<file path="config.mk">
export PLATFORM = sky130hd
export DESIGN_NAME = ram_arbiter_flat
export DESIGN_NICKNAME = d
export VERILOG_FILES = /design/src/rtl/ram_pkg.sv /design/src/rtl/ram_arbiter_if.sv /design/src/rtl/ram_arbiter_rr_arb2.sv /design/src/rtl/ram_arbiter.sv /design/src/flat_wrapper.sv
export SDC_FILE = /design/constraint.sdc
export NUM_CORES = 1
export LEC_CHECK = 0
export CAP_MARGIN = 10
export CORE_ASPECT_RATIO = 0.8
export CORE_MARGIN = 2
export CORE_UTILIZATION = 37
export DETAILED_ROUTE_END_ITERATION = 8
export GPL_TIMING_DRIVEN = 1
export PLACE_DENSITY = 0.72
export REMOVE_ABC_BUFFERS = 1
export SYNTH_ARGS = -nofsm -noshare
export SYNTH_HDL_FRONTEND = slang
export SYNTH_SLANG_ARGS = --single-unit
</file>
<file path="constraint.sdc">
create_clock -name clk -period 1.26 [get_ports clk]
set_input_delay 0.315 -clock clk [delete_from_list [all_inputs] [get_ports clk]]
set_output_delay 0.315 -clock clk [all_outputs]
set_load 0.005 [all_outputs]
</file>
<file path="src/rtl/ram_pkg.sv">
// Shared widths, FSM state encoding and small helpers for the two-port RAM arbiter.
package ram_pkg;

  localparam int RAM_DATA_WIDTH     = 8;
  localparam int RAM_ADDR_BUS_WIDTH = 4;

  typedef enum logic [1:0] {
    IDLE  = 2'd0,
    ISSUE = 2'd1,
    WAIT  = 2'd2
  } ram_state_e;

  function automatic logic [1:0] idx_onehot(input logic idx);
    return idx ? 2'b10 : 2'b01;
  endfunction

endpackage

</file>
<file path="src/rtl/ram_arbiter_if.sv">
// Requester-side access port: request/write-enable/address/data in, grant/done/read data out.
interface ram_arbiter_if
  import ram_pkg::*;
#(
  parameter int DATA_WIDTH     = RAM_DATA_WIDTH,
  parameter int ADDR_BUS_WIDTH = RAM_ADDR_BUS_WIDTH
);
  logic                      req;
  logic                      we;
  logic [ADDR_BUS_WIDTH-1:0] addr;
  logic [DATA_WIDTH-1:0]     wdata;
  logic                      gnt;
  logic                      done;
  logic [DATA_WIDTH-1:0]     rdata;

  modport master (
    output req, we, addr, wdata,
    input  gnt, done, rdata
  );

  modport slave (
    input  req, we, addr, wdata,
    output gnt, done, rdata
  );
endinterface

</file>
<file path="src/rtl/ram_arbiter_rr_arb2.sv">
// Two-input round-robin selector; ptr_i = 0 favours request 0 when both are pending.
module rr_arb2
  import ram_pkg::*;
(
  input  logic [1:0] req_i,
  input  logic       ptr_i,
  output logic [1:0] gnt_o
);

  // One-hot grant; a lone request always wins regardless of the pointer.
  always_comb begin
    gnt_o = 2'b00;
    case (req_i)
      2'b01:   gnt_o = 2'b01;
      2'b10:   gnt_o = 2'b10;
      2'b11:   gnt_o = ptr_i ? 2'b10 : 2'b01;
      default: gnt_o = 2'b00;
    endcase
  end

endmodule

</file>
<file path="src/rtl/ram_arbiter.sv">
// Arbitrates two requesters onto a single-port asynchronous-read RAM, one access in flight.
// Per access: gnt pulse, then one cycle of RAM enables, then done pulse (3 cycles).
module ram_arbiter
  import ram_pkg::*;
#(
  parameter int DATA_WIDTH     = RAM_DATA_WIDTH,
  parameter int ADDR_BUS_WIDTH = RAM_ADDR_BUS_WIDTH
) (
  input  logic                      clk,
  input  logic                      rst_n,
  ram_arbiter_if.slave              m0,
  ram_arbiter_if.slave              m1,
  output logic                      ram_read_en_o,
  output logic                      ram_write_en_o,
  output logic [ADDR_BUS_WIDTH-1:0] ram_address_loc_o,
  output logic [DATA_WIDTH-1:0]     ram_data_inbit_o,
  input  logic [DATA_WIDTH-1:0]     ram_data_outbit_i
);

  ram_state_e                state_q;
  logic                      ptr_q;
  logic                      owner_q;
  logic                      we_q;
  logic [1:0]                gnt_q;
  logic [1:0]                done_q;
  logic                      rd_en_q;
  logic                      wr_en_q;
  logic [ADDR_BUS_WIDTH-1:0] addr_q;
  logic [DATA_WIDTH-1:0]     wdata_q;
  logic [DATA_WIDTH-1:0]     rdata0_q;
  logic [DATA_WIDTH-1:0]     rdata1_q;

  logic [1:0]                arb_gnt_s;
  logic                      we_d;
  logic [ADDR_BUS_WIDTH-1:0] addr_d;
  logic [DATA_WIDTH-1:0]     wdata_d;

  rr_arb2 u_rr_arb2 (
    .req_i ({m1.req, m0.req}),
    .ptr_i (ptr_q),
    .gnt_o (arb_gnt_s)
  );

  // Capture values of whichever requester the arbiter picks.
  always_comb begin
    we_d    = m0.we;
    addr_d  = m0.addr;
    wdata_d = m0.wdata;
    if (arb_gnt_s[1]) begin
      we_d    = m1.we;
      addr_d  = m1.addr;
      wdata_d = m1.wdata;
    end else begin
      we_d    = m0.we;
      addr_d  = m0.addr;
      wdata_d = m0.wdata;
    end
  end

  // Access FSM; enables are registered on leaving ISSUE so the RAM sees them in the following cycle.
  always_ff @(posedge clk or negedge rst_n) begin
    if (!rst_n) begin
      state_q  <= IDLE;
      ptr_q    <= 1'b0;
      owner_q  <= 1'b0;
      we_q     <= 1'b0;
      gnt_q    <= 2'b00;
      done_q   <= 2'b00;
      rd_en_q  <= 1'b0;
      wr_en_q  <= 1'b0;
      addr_q   <= '0;
      wdata_q  <= '0;
      rdata0_q <= '0;
      rdata1_q <= '0;
    end else begin
      gnt_q   <= 2'b00;
      done_q  <= 2'b00;
      rd_en_q <= 1'b0;
      wr_en_q <= 1'b0;
      case (state_q)
        IDLE: begin
          if (arb_gnt_s != 2'b00) begin
            gnt_q   <= arb_gnt_s;
            owner_q <= arb_gnt_s[1];
            ptr_q   <= arb_gnt_s[0];
            we_q    <= we_d;
            addr_q  <= addr_d;
            wdata_q <= wdata_d;
            state_q <= ISSUE;
          end else begin
            state_q <= IDLE;
          end
        end
        ISSUE: begin
          rd_en_q <= ~we_q;
          wr_en_q <= we_q;
          state_q <= WAIT;
        end
        WAIT: begin
          // Read data is only taken on reads, so a floating bus after a write never reaches rdata.
          if (!we_q) begin
            if (owner_q) begin
              rdata1_q <= ram_data_outbit_i;
            end else begin
              rdata0_q <= ram_data_outbit_i;
            end
          end
          done_q  <= idx_onehot(owner_q);
          state_q <= IDLE;
        end
        default: begin
          state_q <= IDLE;
        end
      endcase
    end
  end

  assign m0.gnt            = gnt_q[0];
  assign m1.gnt            = gnt_q[1];
  assign m0.done           = done_q[0];
  assign m1.done           = done_q[1];
  assign m0.rdata          = rdata0_q;
  assign m1.rdata          = rdata1_q;
  assign ram_read_en_o     = rd_en_q;
  assign ram_write_en_o    = wr_en_q;
  assign ram_address_loc_o = addr_q;
  assign ram_data_inbit_o  = wdata_q;

endmodule

</file>
<file path="src/flat_wrapper.sv">
// flat-port wrapper written by rule: the top's interface ports become plain ports
module ram_arbiter_flat import ram_pkg::*;
#(
  parameter int DATA_WIDTH     = RAM_DATA_WIDTH,
  parameter int ADDR_BUS_WIDTH = RAM_ADDR_BUS_WIDTH
)
  (clk, rst_n, ram_read_en_o, ram_write_en_o, ram_address_loc_o, ram_data_inbit_o, ram_data_outbit_i, m0_req, m0_we, m0_addr, m0_wdata, m0_gnt, m0_done, m0_rdata, m1_req, m1_we, m1_addr, m1_wdata, m1_gnt, m1_done, m1_rdata);
  ram_arbiter_if #(.DATA_WIDTH(DATA_WIDTH), .ADDR_BUS_WIDTH(ADDR_BUS_WIDTH)) m0_i ();
  ram_arbiter_if #(.DATA_WIDTH(DATA_WIDTH), .ADDR_BUS_WIDTH(ADDR_BUS_WIDTH)) m1_i ();
  input  logic clk;
  input  logic rst_n;
  output logic ram_read_en_o;
  output logic ram_write_en_o;
  output logic [ADDR_BUS_WIDTH-1:0] ram_address_loc_o;
  output logic [DATA_WIDTH-1:0] ram_data_inbit_o;
  input  logic [DATA_WIDTH-1:0] ram_data_outbit_i;
  input wire logic [$bits(m0_i.req)-1:0] m0_req;
  input wire logic [$bits(m0_i.we)-1:0] m0_we;
  input wire logic [$bits(m0_i.addr)-1:0] m0_addr;
  input wire logic [$bits(m0_i.wdata)-1:0] m0_wdata;
  output wire logic [$bits(m0_i.gnt)-1:0] m0_gnt;
  output wire logic [$bits(m0_i.done)-1:0] m0_done;
  output wire logic [$bits(m0_i.rdata)-1:0] m0_rdata;
  input wire logic [$bits(m1_i.req)-1:0] m1_req;
  input wire logic [$bits(m1_i.we)-1:0] m1_we;
  input wire logic [$bits(m1_i.addr)-1:0] m1_addr;
  input wire logic [$bits(m1_i.wdata)-1:0] m1_wdata;
  output wire logic [$bits(m1_i.gnt)-1:0] m1_gnt;
  output wire logic [$bits(m1_i.done)-1:0] m1_done;
  output wire logic [$bits(m1_i.rdata)-1:0] m1_rdata;
  assign m0_i.req = m0_req;
  assign m0_i.we = m0_we;
  assign m0_i.addr = m0_addr;
  assign m0_i.wdata = m0_wdata;
  assign m0_gnt = m0_i.gnt;
  assign m0_done = m0_i.done;
  assign m0_rdata = m0_i.rdata;
  assign m1_i.req = m1_req;
  assign m1_i.we = m1_we;
  assign m1_i.addr = m1_addr;
  assign m1_i.wdata = m1_wdata;
  assign m1_gnt = m1_i.gnt;
  assign m1_done = m1_i.done;
  assign m1_rdata = m1_i.rdata;
  ram_arbiter #(.DATA_WIDTH(DATA_WIDTH), .ADDR_BUS_WIDTH(ADDR_BUS_WIDTH)) u_core (.clk(clk), .rst_n(rst_n), .m0(m0_i), .m1(m1_i), .ram_read_en_o(ram_read_en_o), .ram_write_en_o(ram_write_en_o), .ram_address_loc_o(ram_address_loc_o), .ram_data_inbit_o(ram_data_inbit_o), .ram_data_outbit_i(ram_data_outbit_i));
endmodule
</file>
==> metrics.yaml, run 1 <==
pwr:
  p_sw_w: 0.00184
  clockPowerShare_pct: 17.0
  switching_share_pct: 29.7
  p_leak_nw: 1.27
  p_per_area_nw_per_um2: 2180
  combPwrFrac_pct: 47.4
  irDropWorstVdd_uv: 1030
  pwr-share-seq_pct: 35.5
  internal_power_w: 0.00435
floorplanning:
  dieWidth_um: 78.9
  core_region_area_um2: 4260
  die_y_um: 63.9
  die_area_um2: 5040
  initial_core_util_pct: 39.0
  ios: 72
  fp-row-count: 21
critical_path:
  crit_family: "flip-flops"
  critPathArrivalTime_ns: 1.56
  slowest_stage: "dfrtp_1"
  crit_path_start_kind: "flip-flop"
  endpoint_kind: "flip-flop"
  cp_max_fo: 8
  critPathRequiredTime_ns: 1.42
  path_buf_inv: 1
  slowest_delay_ns: 0.40
  crit_type: "flip-flop to flip-flop"
  cp_cell_sequence: "nor3b_2 > nor2b_2 > buf_6 > mux2_4"
synthesis:
  yosys.area.top_type: "dfrtp_1"
  synth_ff_type: "dfrtp_1"
  synth_edf_count: 0
  ys_async_sr_fraction_pct: 100
  avgSynthCellArea_um2: 12.0
  yosys_register_bits: 39
  synth_area_leaders: "dfrtp_1 59%, mux2_4 7.2%, a31oi_1 5.3%"
  synth_top_area_share_pct: 58.8
  synth.cell_area_um2: 1660
  ys_types: 24
  syn_inst: 138
  yosys_warnings: 0
  ys_top_cells_by_count: "39 x dfrtp_1, 15 x a21oi_1, 14 x a31oi_1"
  yosysSeqAreaShare_pct: 58.8
  yosysMostFrequentCell: "dfrtp_1"
global_routing:
  overflow: 0
  grt_pass1_vias: 1432
  grt_pass1_wl_um: 6840
  grt_usage_pct: 17.9
  grt_max_degree: 40
  antenna_found_initial: 0
flow_run:
  maxCapViolations: 0
layout:
  layout-drive-gt1-share_pct: 27.9
  fin_area_um2: 2840
  fin_nets: 277
  antenna_cells: 0
  syn2layout_area_growth_pct: 70.8
  post-route-util_pct: 66.6
  fillers: 316
timing:
  setup_viol: 16
  hold_violations: 0
  setup_tns_ns: -1.87
  fin_skew_ns: 0.0109
  layout_setup_ws_ns: -0.141
  whs_ns: 0.493
  tightest_slew_ns: 0.204
  slew_headroom_pct: 86.4
  period_minus_slack_ns: 1.40
  grt_setup_unrepaired: "true"
  period_share_pct: 111
  max_freq_ghz: 0.714
  maxSlewViolCount: 0
outcome:
  violations: "negative setup slack"
  status: "complete, but fails checks"
routing:
  drtIter0Drc: 124
  avgRoutedWirePerCell_um: 14.8
  avgViaCountPerCell: 5.05
  firstDrtPassIters: 4
  routed_wl_um: 4410
  post-route-drc-count: 0
  detail-route-antenna-nets: 0
  vias: 1499
min_path:
  hold_path_class: "primary input to flip-flop"
clock_network:
  cts_tree: "done"
  htree_levels: 2
  worst_skew_pair.late_latency_ns: 0.28
  cts_buffer_depth: 2
  cts.clk_slew.worst_paths_ns: 0.07
  cts_num_sinks: 39
  cts_buffers: 5
  cts-root-buf: "clkbuf_8"
placement:
  gp_congestion: 0.842
  io_buffer_count: 71
  dp_hpwl_um: 2950
  place_area_um2: 2510
  pre_cts_slack_ns: -0.349
==> cells by family (layout without fill, tap and decap cells) <==
family / count (synthesis) / in the layout / share of synthesized area, %
buf+inv: 12 / 113 / 4.52
mux: 16 / 16 / 12.7
flops: 39 / 39 / 58.8
compound gates: 42 / 42 / 13.7
simple gates: 29 / 30 / 10.3
==> area by class of cell <==
class	count	area [µm²]	share of cell area, %
clock buffers	6	82.6	2.91
clock inverters	2	35.0	1.24
inverters	1	7.51	0.265
multi-input cells	88	668	23.6
flip-flops and latches	39	976	34.4
well taps	57	71.3	2.52
repair buffers	103	987	34.8
repair inverters	1	7.51	0.265
==> per-stage QoR <==
stage	power, W	cells
4_1_cts	0.00578	289
5_1_grt	0.00657	297
3_5_place_dp	0.00487	273
2_1_floorplan	0.00320	127
6_report	0.00619	297
3_3_place_gp	0.00480	273
==> repair_timing <==
action / in CTS / in global routing
endpoints found under the setup margin: 58 / 47
setup buffers: 6 / 7
hold buffers: 1 / 0
endpoints found under the hold margin: 39 / 0
cloned: 1 / 1
resized for setup: 54 / 41
pin swaps: 0 / 4
==> layer usage <==
layer  wire, µm  global-route usage (%)  vias to the layer above
li1           -                       -                      700
met1       2000                    23.1                      707
met2       2000                    28.1                       86
met3        337                    5.79                        6
met4         68                    6.90                        0
met5          0                       0                        -
==> worst paths after layout <==
| path | start | cells after the start | slack (ns) | endpoint |
|---|---|---|---|---|
| hold reg to reg | u_core.m0.rdata[0] | 1 | 0.51 | u_core.m0.rdata[0] |
| max in group asynchronous | rst_n | 3 | 0.53 | u_core.m0.rdata[0] |
| hold / removal | m0_req | 3 | 0.49 | u_core.gnt_q[0] |
| min in group asynchronous | rst_n | 3 | 0.54 | u_core.ram_data_inbit_o[4] |
| setup / recovery | u_core.owner_q | 4 | -0.14 | u_core.m0.rdata[6] |
| setup reg to reg | u_core.owner_q | 4 | -0.14 | u_core.m0.rdata[6] |
==> power groups by stage <==
stage	logic, W	clock network, W	registers (W)
5_1_grt	0.00317	0.00113	0.00227
6_report	0.00294	0.00105	0.00220
3_3_place_gp	0.00262	0	0.00218
4_1_cts	0.00253	0.00107	0.00218
2_1_floorplan	0.000982	0	0.00222
3_5_place_dp	0.00267	0	0.00221
==> registers in the layout, summed over array words and instances, names as in the netlist <==
signal and cells:
u_core.done_q 2, u_core.gnt_q 2, u_core.m0.rdata 8, u_core.m1.rdata 8
u_core.owner_q 1, u_core.ptr_q 1, u_core.ram_address_loc_o 4, u_core.ram_data_inbit_o 8
u_core.ram_read_en_o 1, u_core.ram_write_en_o 1, u_core.state_q 2, u_core.we_q 1
==> tightest hold or removal path, cell delays in order <==
cell,delay (ns)
dlymetal6s2s_1,0.14
buf_4,0.13
and3_1,0.15
==> placed cells by master (no fill, tap or decap), types with 2 or more instances in the layout <==
cell type	instances
a21oi_1	14
a31oi_1	14
and3_1	2
buf_4	23
buf_6	7
clkbuf_8	6
clkdlybuf4s15_1	30
clkdlybuf4s50_1	34
clkinvlp_4	2
dfrtp_1	39
dlygate4sd2_1	4
dlymetal6s2s_1	2
mux2_4	16
nand3_1	13
nor2b_1	3
nor2b_2	2
o21ai_0	8
o21ai_1	3
o21ai_2	2
No activity file was read; power rests on OpenSTA's default activity.
==> run 2, diff against run 1 <==
--- a/config.mk
+++ b/config.mk
@@ -11,6 +11,7 @@
 export CORE_UTILIZATION = 37
 export DETAILED_ROUTE_END_ITERATION = 8
 export GPL_TIMING_DRIVEN = 1
+export HOLD_SLACK_MARGIN = 0.12
 export PLACE_DENSITY = 0.72
 export REMOVE_ABC_BUFFERS = 1
 export SYNTH_ARGS = -nofsm -noshare
==> results of run 2 <==
Same layout as run 1: the final DEF is identical, and so are final timing and power.
